**src/rtl/dmem_write_capture.sv**
```systemverilog
// dmem_write_capture: captures data-memory stores that land in a result window into a FWFT FIFO
// and decodes a pass/fail completion store. Optional macro: CAPTURE_TIMESTAMP_EN (per-entry cycle stamp).
`default_nettype none
`timescale 1ns/1ps

module dmem_write_capture #(
  parameter logic [31:0] WIN_BASE   = 32'h0000_0100,
  parameter int          WIN_WORDS  = 16,
  parameter int          DEPTH      = 8,
  parameter logic [31:0] DONE_ADDR  = 32'h0000_0054,
  parameter logic [31:0] PASS_VALUE = 32'd7
) (
  input  logic        clk,
  input  logic        reset,
  input  logic        clr,
  input  logic        memwrite,
  input  logic [31:0] dataadr,
  input  logic [31:0] writedata,
  output logic        cap_valid,
  input  logic        cap_ready,
  output logic [7:0]  cap_offset,
  output logic [31:0] cap_data,
  output logic [15:0] cap_time,
  output logic [6:0]  cap_count,
  output logic [15:0] drop_count,
  output logic        overflow,
  output logic        misalign,
  output logic        done,
  output logic        pass,
  output logic        fail
);

  localparam int          AW      = (DEPTH > 1) ? $clog2(DEPTH) : 1;
  localparam logic [6:0]  DEPTH_C = 7'(DEPTH);
  // One bit wider than the address so a window touching the top of memory cannot wrap.
  localparam logic [32:0] WIN_END = {1'b0, WIN_BASE} + 33'(4 * WIN_WORDS);
`ifdef CAPTURE_TIMESTAMP_EN
  localparam int          EW      = 8 + 32 + 16;
`else
  localparam int          EW      = 8 + 32;
`endif

  logic [EW-1:0] mem [DEPTH];
  logic [AW-1:0] wr_ptr, rd_ptr;
  logic [6:0]    count;
  logic [EW-1:0] entry_in, head;
  logic [7:0]    offset;
  logic          in_range, hit, pop, push, drop, soft_rst;

  assign soft_rst  = reset || clr;
  assign cap_valid = (count != 7'd0);
  assign cap_count = count;
  assign head      = mem[rd_ptr];

  always_comb begin
    in_range = (dataadr >= WIN_BASE) && ({1'b0, dataadr} < WIN_END);
    hit      = memwrite && in_range && (dataadr[1:0] == 2'b00);
    pop      = cap_valid && cap_ready;
    push     = hit && ((count < DEPTH_C) || pop);
    drop     = hit && !push;
    offset   = 8'((dataadr - WIN_BASE) >> 2);
  end

`ifdef CAPTURE_TIMESTAMP_EN
  logic [15:0] stamp;

  always_ff @(posedge clk) begin
    if (soft_rst) stamp <= 16'h0;
    else          stamp <= stamp + 16'h1;
  end

  assign entry_in = {offset, writedata, stamp};
  assign cap_time = cap_valid ? head[15:0] : 16'h0;
`else
  assign entry_in = {offset, writedata};
  assign cap_time = 16'h0;
`endif

  // Empty FIFO presents zeros rather than stale storage contents.
  assign cap_offset = cap_valid ? head[EW-1 -: 8]  : 8'h0;
  assign cap_data   = cap_valid ? head[EW-9 -: 32] : 32'h0;

  always_ff @(posedge clk) begin
    if (!soft_rst && push) mem[wr_ptr] <= entry_in;
  end

  always_ff @(posedge clk) begin
    if (soft_rst) begin
      wr_ptr     <= '0;
      rd_ptr     <= '0;
      count      <= 7'd0;
      drop_count <= 16'h0;
      overflow   <= 1'b0;
      misalign   <= 1'b0;
      done       <= 1'b0;
      pass       <= 1'b0;
      fail       <= 1'b0;
    end else begin
      if (push) wr_ptr <= wr_ptr + 1'b1;
      if (pop)  rd_ptr <= rd_ptr + 1'b1;
      count <= count + 7'(push) - 7'(pop);
      if (drop) begin
        overflow <= 1'b1;
        if (drop_count != 16'hFFFF) drop_count <= drop_count + 16'h1;
      end
      if (memwrite && in_range && (dataadr[1:0] != 2'b00)) misalign <= 1'b1;
      // First completion store wins; later ones are ignored until cleared.
      if (memwrite && (dataadr == DONE_ADDR) && !done) begin
        done <= 1'b1;
        pass <= (writedata == PASS_VALUE);
        fail <= (writedata != PASS_VALUE);
      end
    end
  end

endmodule

`default_nettype wire

```
**config.mk**
```make
export PLATFORM = sky130hd
export DESIGN_NAME = dmem_write_capture
export DESIGN_NICKNAME = d
export VERILOG_FILES = /design/src/rtl/dmem_write_capture.sv
export SDC_FILE = /design/constraint.sdc
export NUM_CORES = 1
export LEC_CHECK = 0
export BUFFER_PORTS_ARGS = -buffer_cell sky130_fd_sc_hd__clkbuf_2
export CORE_UTILIZATION = 59
export CTS_CLUSTER_DIAMETER = 60
export DETAILED_ROUTE_END_ITERATION = 7
export GPL_TIMING_DRIVEN = 0
export PLACE_DENSITY_LB_ADDON = 0.08
export SETUP_SLACK_MARGIN = 0.05
export SYNTH_ARGS = -nofsm -noshare
export SYNTH_HDL_FRONTEND = slang
export SYNTH_SLANG_ARGS = --single-unit
```
**constraint.sdc**
```tcl
create_clock -name clk -period 5.8 [get_ports clk]
set_input_delay 0.29 -clock clk [delete_from_list [all_inputs] [get_ports clk]]
set_output_delay 0.29 -clock clk [all_outputs]
set_load 0.02 [all_outputs]
```
# ---- After elaboration in Yosys (flattened, before gate mapping)
# Memories as Yosys holds them, arrays and structs flattened. A register that Yosys moved wholly into a read port is not among the register bits.
# Index checks and enable logic that the tools add are counted.
# W data, S select, Z words.
dict set report totals {
  inputBits 69
  ramBits 320
  elab_cells 48
  memories 1
  ff_bits 34
}
# memory words width read_ports rd_clocked_by_memory_dff write_ports line_no
set memory_table {}
lappend memory_table {mem 8 40 1 1 1 43} ;# logic [EW-1:0] mem [DEPTH];
dict set report classes {
  n_lt_le_gt_ge 3
  addsub 6
  reduce_logical 19
  mux 6
  n_eq_ne 4
}
# op count
set op_table {}
lappend op_table {{$eq A32 B3 Y1 const B} 1}
lappend op_table {{$eq A32 B7 Y1 const B} 1}
lappend op_table {{$ge A32 B9 Y1 const B} 1}
lappend op_table {{$lt A32 B9 Y1 const B} 1}
lappend op_table {{$mux W32} 1}
lappend op_table {{$ne A32 B3 Y1 const B} 1}
lappend op_table {{$add A16 B1 Y16 const B} 1}
lappend op_table {{$ne A16 B16 Y1 const B} 1}
lappend op_table {{$logic_and A1 B1 Y1} 10}
lappend op_table {{$sub A10 B9 Y10 const B} 1}
lappend op_table {{$mux W8} 1}
lappend op_table {{$add A7 B1 Y7} 1}
lappend op_table {{$lt A7 B4 Y1 const B} 1}
lappend op_table {{$reduce_bool A7 Y1} 1}
lappend op_table {{$sub A7 B1 Y7} 1}
lappend op_table {{$add A3 B1 Y3 const B} 2}
lappend op_table {{$mux W3} 2}
lappend op_table {{$logic_not A1 Y1} 3}
lappend op_table {{$logic_not A2 Y1} 1}
lappend op_table {{$logic_or A1 B1 Y1} 2}
lappend op_table {{$mux W1} 2}
lappend op_table {{$reduce_and A2 Y1} 1}
lappend op_table {{$reduce_bool A2 Y1} 1}

# ---- Longest topological paths before layout
dict set report logic_depth {
  ltp_word 8
  ltp_mapped 18
}

# ---- Least setup slack after synthesis
# Ideal clock, no wire load.
dict set report synth_path {
  path_kind {register -> register}
  start {reg count[3] (netlist: cap_count[3])}
  end {mem mem[0][0] in the netlist's numbering, enable pin}
  setup_time_ps 487
  t_arrival_ps 4225
  n_path_buf 0
  period_less_slack_ps 4712
  path_stages_with_launch 7
  slack_ps 1088
  cell_sequence {dfxtp_1 inv_1 ha_1 nor3b_1 a31oi_1 nand4b_1 nor3_1}
}
dict set report synth_between {
  elab_chain_cells 7
  elab_cells_between_ends 8
  cone_classes {order compare: 1; mux: 2; reduce/logical: 5}
}
# item line_no
set synth_lines {}
lappend synth_lines {{start, declared} 45} ;# logic [6:0] count;
lappend synth_lines {{start signal, assigned} 101} ;# count <= count + 7'(push) - 7'(pop);
lappend synth_lines {{parallel branches: the longest is 2 deep, another holds $lt A7 B4 Y1} --}
lappend synth_lines {{$logic_or A1 B1 Y1 (*)} 59} ;# push = hit && ((count < DEPTH_C) || pop);
lappend synth_lines {{$logic_and A1 B1 Y1 (*)} 59}
lappend synth_lines {{$logic_and A1 B1 Y1 (*)} 84} ;# if (!soft_rst && push) mem[wr_ptr] <= entry_in;
lappend synth_lines {{$mux W1 (*)} 84}
lappend synth_lines {{$mux W1 (implied by the code) (*)} 84}
lappend synth_lines {{end, declared} 43}
# Mark *: on every way between the ends.

# ---- Final worst setup path
dict set report layout_path {
  start {reg count[3] (netlist: cap_count[3])}
  end {reg count[6] (netlist: cap_count[6])}
}
dict set report layout_between {
  elab_chain_cells 6
  elab_cells_between_ends 7
  cone_classes {add/sub: 2; order compare: 1; reduce/logical: 4}
}
# item line_no
set layout_lines {}
lappend layout_lines {{parallel branches: the longest is 5 deep, another holds $lt A7 B4 Y1} --}
lappend layout_lines {{$sub A7 B1 Y7 (*)} 101}
# Marked as above.
# A chain may end at the register's enable or synchronous reset.

==> reports/metrics.yaml <==
status:
  status: "complete, no violations"
worst_setup_path:
  path_delay_family: "simple AND/OR/NAND/NOR gates"
  critPathCaptureType: "flip-flop"
  arrival_ns: 4.16
  cpMaxStageDelayCell: "nor4b_2"
  slowest_delay_ns: 0.69
  worstSetupPathType: "reg2reg"
  crit_fanout: 6
  cp.required_ns: 6.26
  crit_buf_inv: 2
  path_cells: "inv_1, ha_1, nor3b_1, a31oi_1, nor4b_2, nand2_1, nand2_1, ha_1, inv_1, fa_1, nand2b_1, a21oi_1, o21bai_1, a21oi_1, nand3b_1"
  start_kind: "flip-flop"
final_layout:
  syn_to_final_growth_pct: 18.3
  n_antenna_cell: 0
  final_common_cell: "edfxtp_1"
  fin_nets: 1093
  final_cell_mix: "edfxtp_1, clkbuf_2, mux4_2"
  fin_area_sq_um: 17200
  layout-drive-gt1-share_pct: 32.7
  fillers: 1522
clocking:
  tritoncts: "yes"
  ctsRootBufferMaster: "clkbuf_16"
  postCtsResizedCells: 0
  cts_setup_buffers: 0
  htree_levels: 2
  hold_buffers: 0
  cts.sinks: 357
  path_clk_slew_ns: 0.06
  cts_made_buffers: 38
  cts_buffer_depth: 3
  insertion_delay_ns: 0.52
logic_synthesis:
  synth_edf_count: 320
  synth_flop_cell: "edfxtp_1"
  ys_seq_area_share_pct: 71.4
  avgSynthCellArea_sq_um: 18.1
  syn_area_sq_um: 14500
  async_flop_share_pct: 0
  syn_inst: 800
  yosysWarningCount: 0
  yosysUniqueCellTypes: 54
  ys_ff_latch: 357
grt:
  grt_pass1_wl_um: 47800
  grt_max_degree: 25
  grt_pass1_vias: 8549
  grt_overflow: 0
  antenna_found_initial: 1
  grt_usage_pct: 25.2
floorplanning:
  rows: 57
  die_width_um: 159
  start_util_pct: 60.0
  die_area_sq_um: 25200
  core_sq_um: 24200
  io-pin-count: 154
  die_height_um: 159
timing:
  fin_crit_sh_pct: 63.9
  setup_viol: 0
  worst_pin_slew_ns: 0.942
  slew-limit-headroom_pct: 37.0
  fin_ws_ns: 2.10
  max_clock_freq_mhz: 270
  min_period_ns: 3.70
  finClkSkew_ns: 0.0128
  rsz0062_at_grt: "false"
  finalMaxSlewViolations: 0
  finalHoldViolCount: 0
routing:
  drtPass1Iterations: 5
  post_drt_wl_per_cell_um: 22.6
  drc_errors: 0
  via_per_inst: 6.00
  wirelength_um: 30700
  drt_iter0_drc: 625
  ant_nets: 0
  via_count: 8124
power:
  leakagePower_nw: 5.77
  power_density_nw_per_um2: 373
  ir_worst_vdd_uv: 283
run:
  maxCapViolations: 0
placed_design:
  dpl_worst_slack_ns: 1.74
  place.gp.congestion: 0.891
  io_buffers: 137
  placed_cell_area_sq_um: 15900
  dp_hpwl_um: 20000
min_path:
  hold_path.class: "in2reg"
## report_power, final
part           internal (mW)  total, mW  switching (mW)
logic                  0.434       1.23           0.794
clock network           1.40       2.34           0.940
registers               2.82       2.83          0.0149
total                   4.65       6.40            1.75
## synth_stat cells, types with 5 or more instances
master	n	share of area, %
edfxtp_1	320	66
mux4_2	80	12
nor2_1	69	1.8
mux2i_1	43	3.0
dfxtp_1	37	5.1
a21oi_1	24	0.83
clkbuf_1	24	0.62
nand2_1	20	0.52
inv_1	17	0.44
buf_4	16	0.83
ha_1	15	1.3
nand3_1	10	0.35
nand4_1	10	0.43
buf_2	9	0.31
or4_1	9	0.47
nor3_1	8	0.28
nor4_1	8	0.35
o31ai_1	7	0.36
a31o_2	5	0.30
and2_1	5	0.22
## sequential cells by signal (all words and copies together), names as in the netlist, named ones only
| register | count |
|---|---|
| misalign | 1 |
| rd_ptr | 3 |
| done | 1 |
| fail | 1 |
| wr_ptr | 3 |
| overflow | 1 |
| drop_count | 16 |
| cap_count | 7 |
| mem | 320 |
| pass | 1 |
## layer usage
metal | vias to the layer above | track usage, % | share of wire [%]
met5 | - | 0 | 0.042
met2 | 387 | 43.4 | 51
li1 | 3602 | - | -
met1 | 4089 | 33.5 | 40
met4 | 2 | 5.47 | 1.4
met3 | 44 | 4.99 | 7.8
## per-stage QoR
step | hold slack, ns | instances | power (mW) | setup TNS (ns) | utilization, %
after global routing | 0.0744 | 1355 | 6.63 | 0 | 70.9
after global placement | 0.455 | 1276 | 4.08 | -241.72 | 64.7
after floorplan | 0.389 | 815 | 3.69 | 0 | -
after CTS | 0.0535 | 1355 | 6.44 | 0 | 70.9
final | 0.0711 | 1355 | 6.40 | 0 | 70.9
after detailed placement | 0.457 | 1292 | 4.12 | 0 | 65.9
## area by class of cell
cell class	count	area, sq um	area share (%)
plain buffers	53	278	1.62
clock buffers	50	1080	6.29
clock inverters	13	134	0.781
inverters	17	63.8	0.372
multi-input cells	388	3920	22.8
flip-flops and latches	357	10300	60.3
well taps	324	405	2.36
repair buffers	153	922	5.38
## worst register-to-register path, stage by stage (launching register included)
cell and delay, ns:
dfxtp_1 0.36, inv_1 0.10, ha_1 0.19, nor3b_1 0.15
a31oi_1 0.57, nor4b_2 0.70, nand2_1 0.14, nand2_1 0.10
ha_1 0.16, inv_1 0.05, fa_1 0.39, nand2b_1 0.19
a21oi_1 0.19, o21bai_1 0.11, a21oi_1 0.15, nand3b_1 0.11
## worst paths after layout
path | from | to | slack (ns) | cells past startpoint
setup / recovery | cap_count[3] | cap_count[6] | 2.10 | 15
hold / removal | writedata[29] | mem[5][29] | 0.07 | 1
setup reg to reg | cap_count[3] | cap_count[6] | 2.10 | 15
hold reg to reg | misalign | misalign | 0.47 | 1
## cells by family after synthesis
group,share of synthesized area (%)
multiplexers,15.4
buffers and inverters,2.36
AND/OR/NAND/NOR,6.61
flip-flops,71.4
adder cells (fa/ha/maj),1.43
AO/OA/AOI/OAI,2.49
other,0.0259
XOR/XNOR,0.302
No activity file was read; power rests on OpenSTA's default activity.
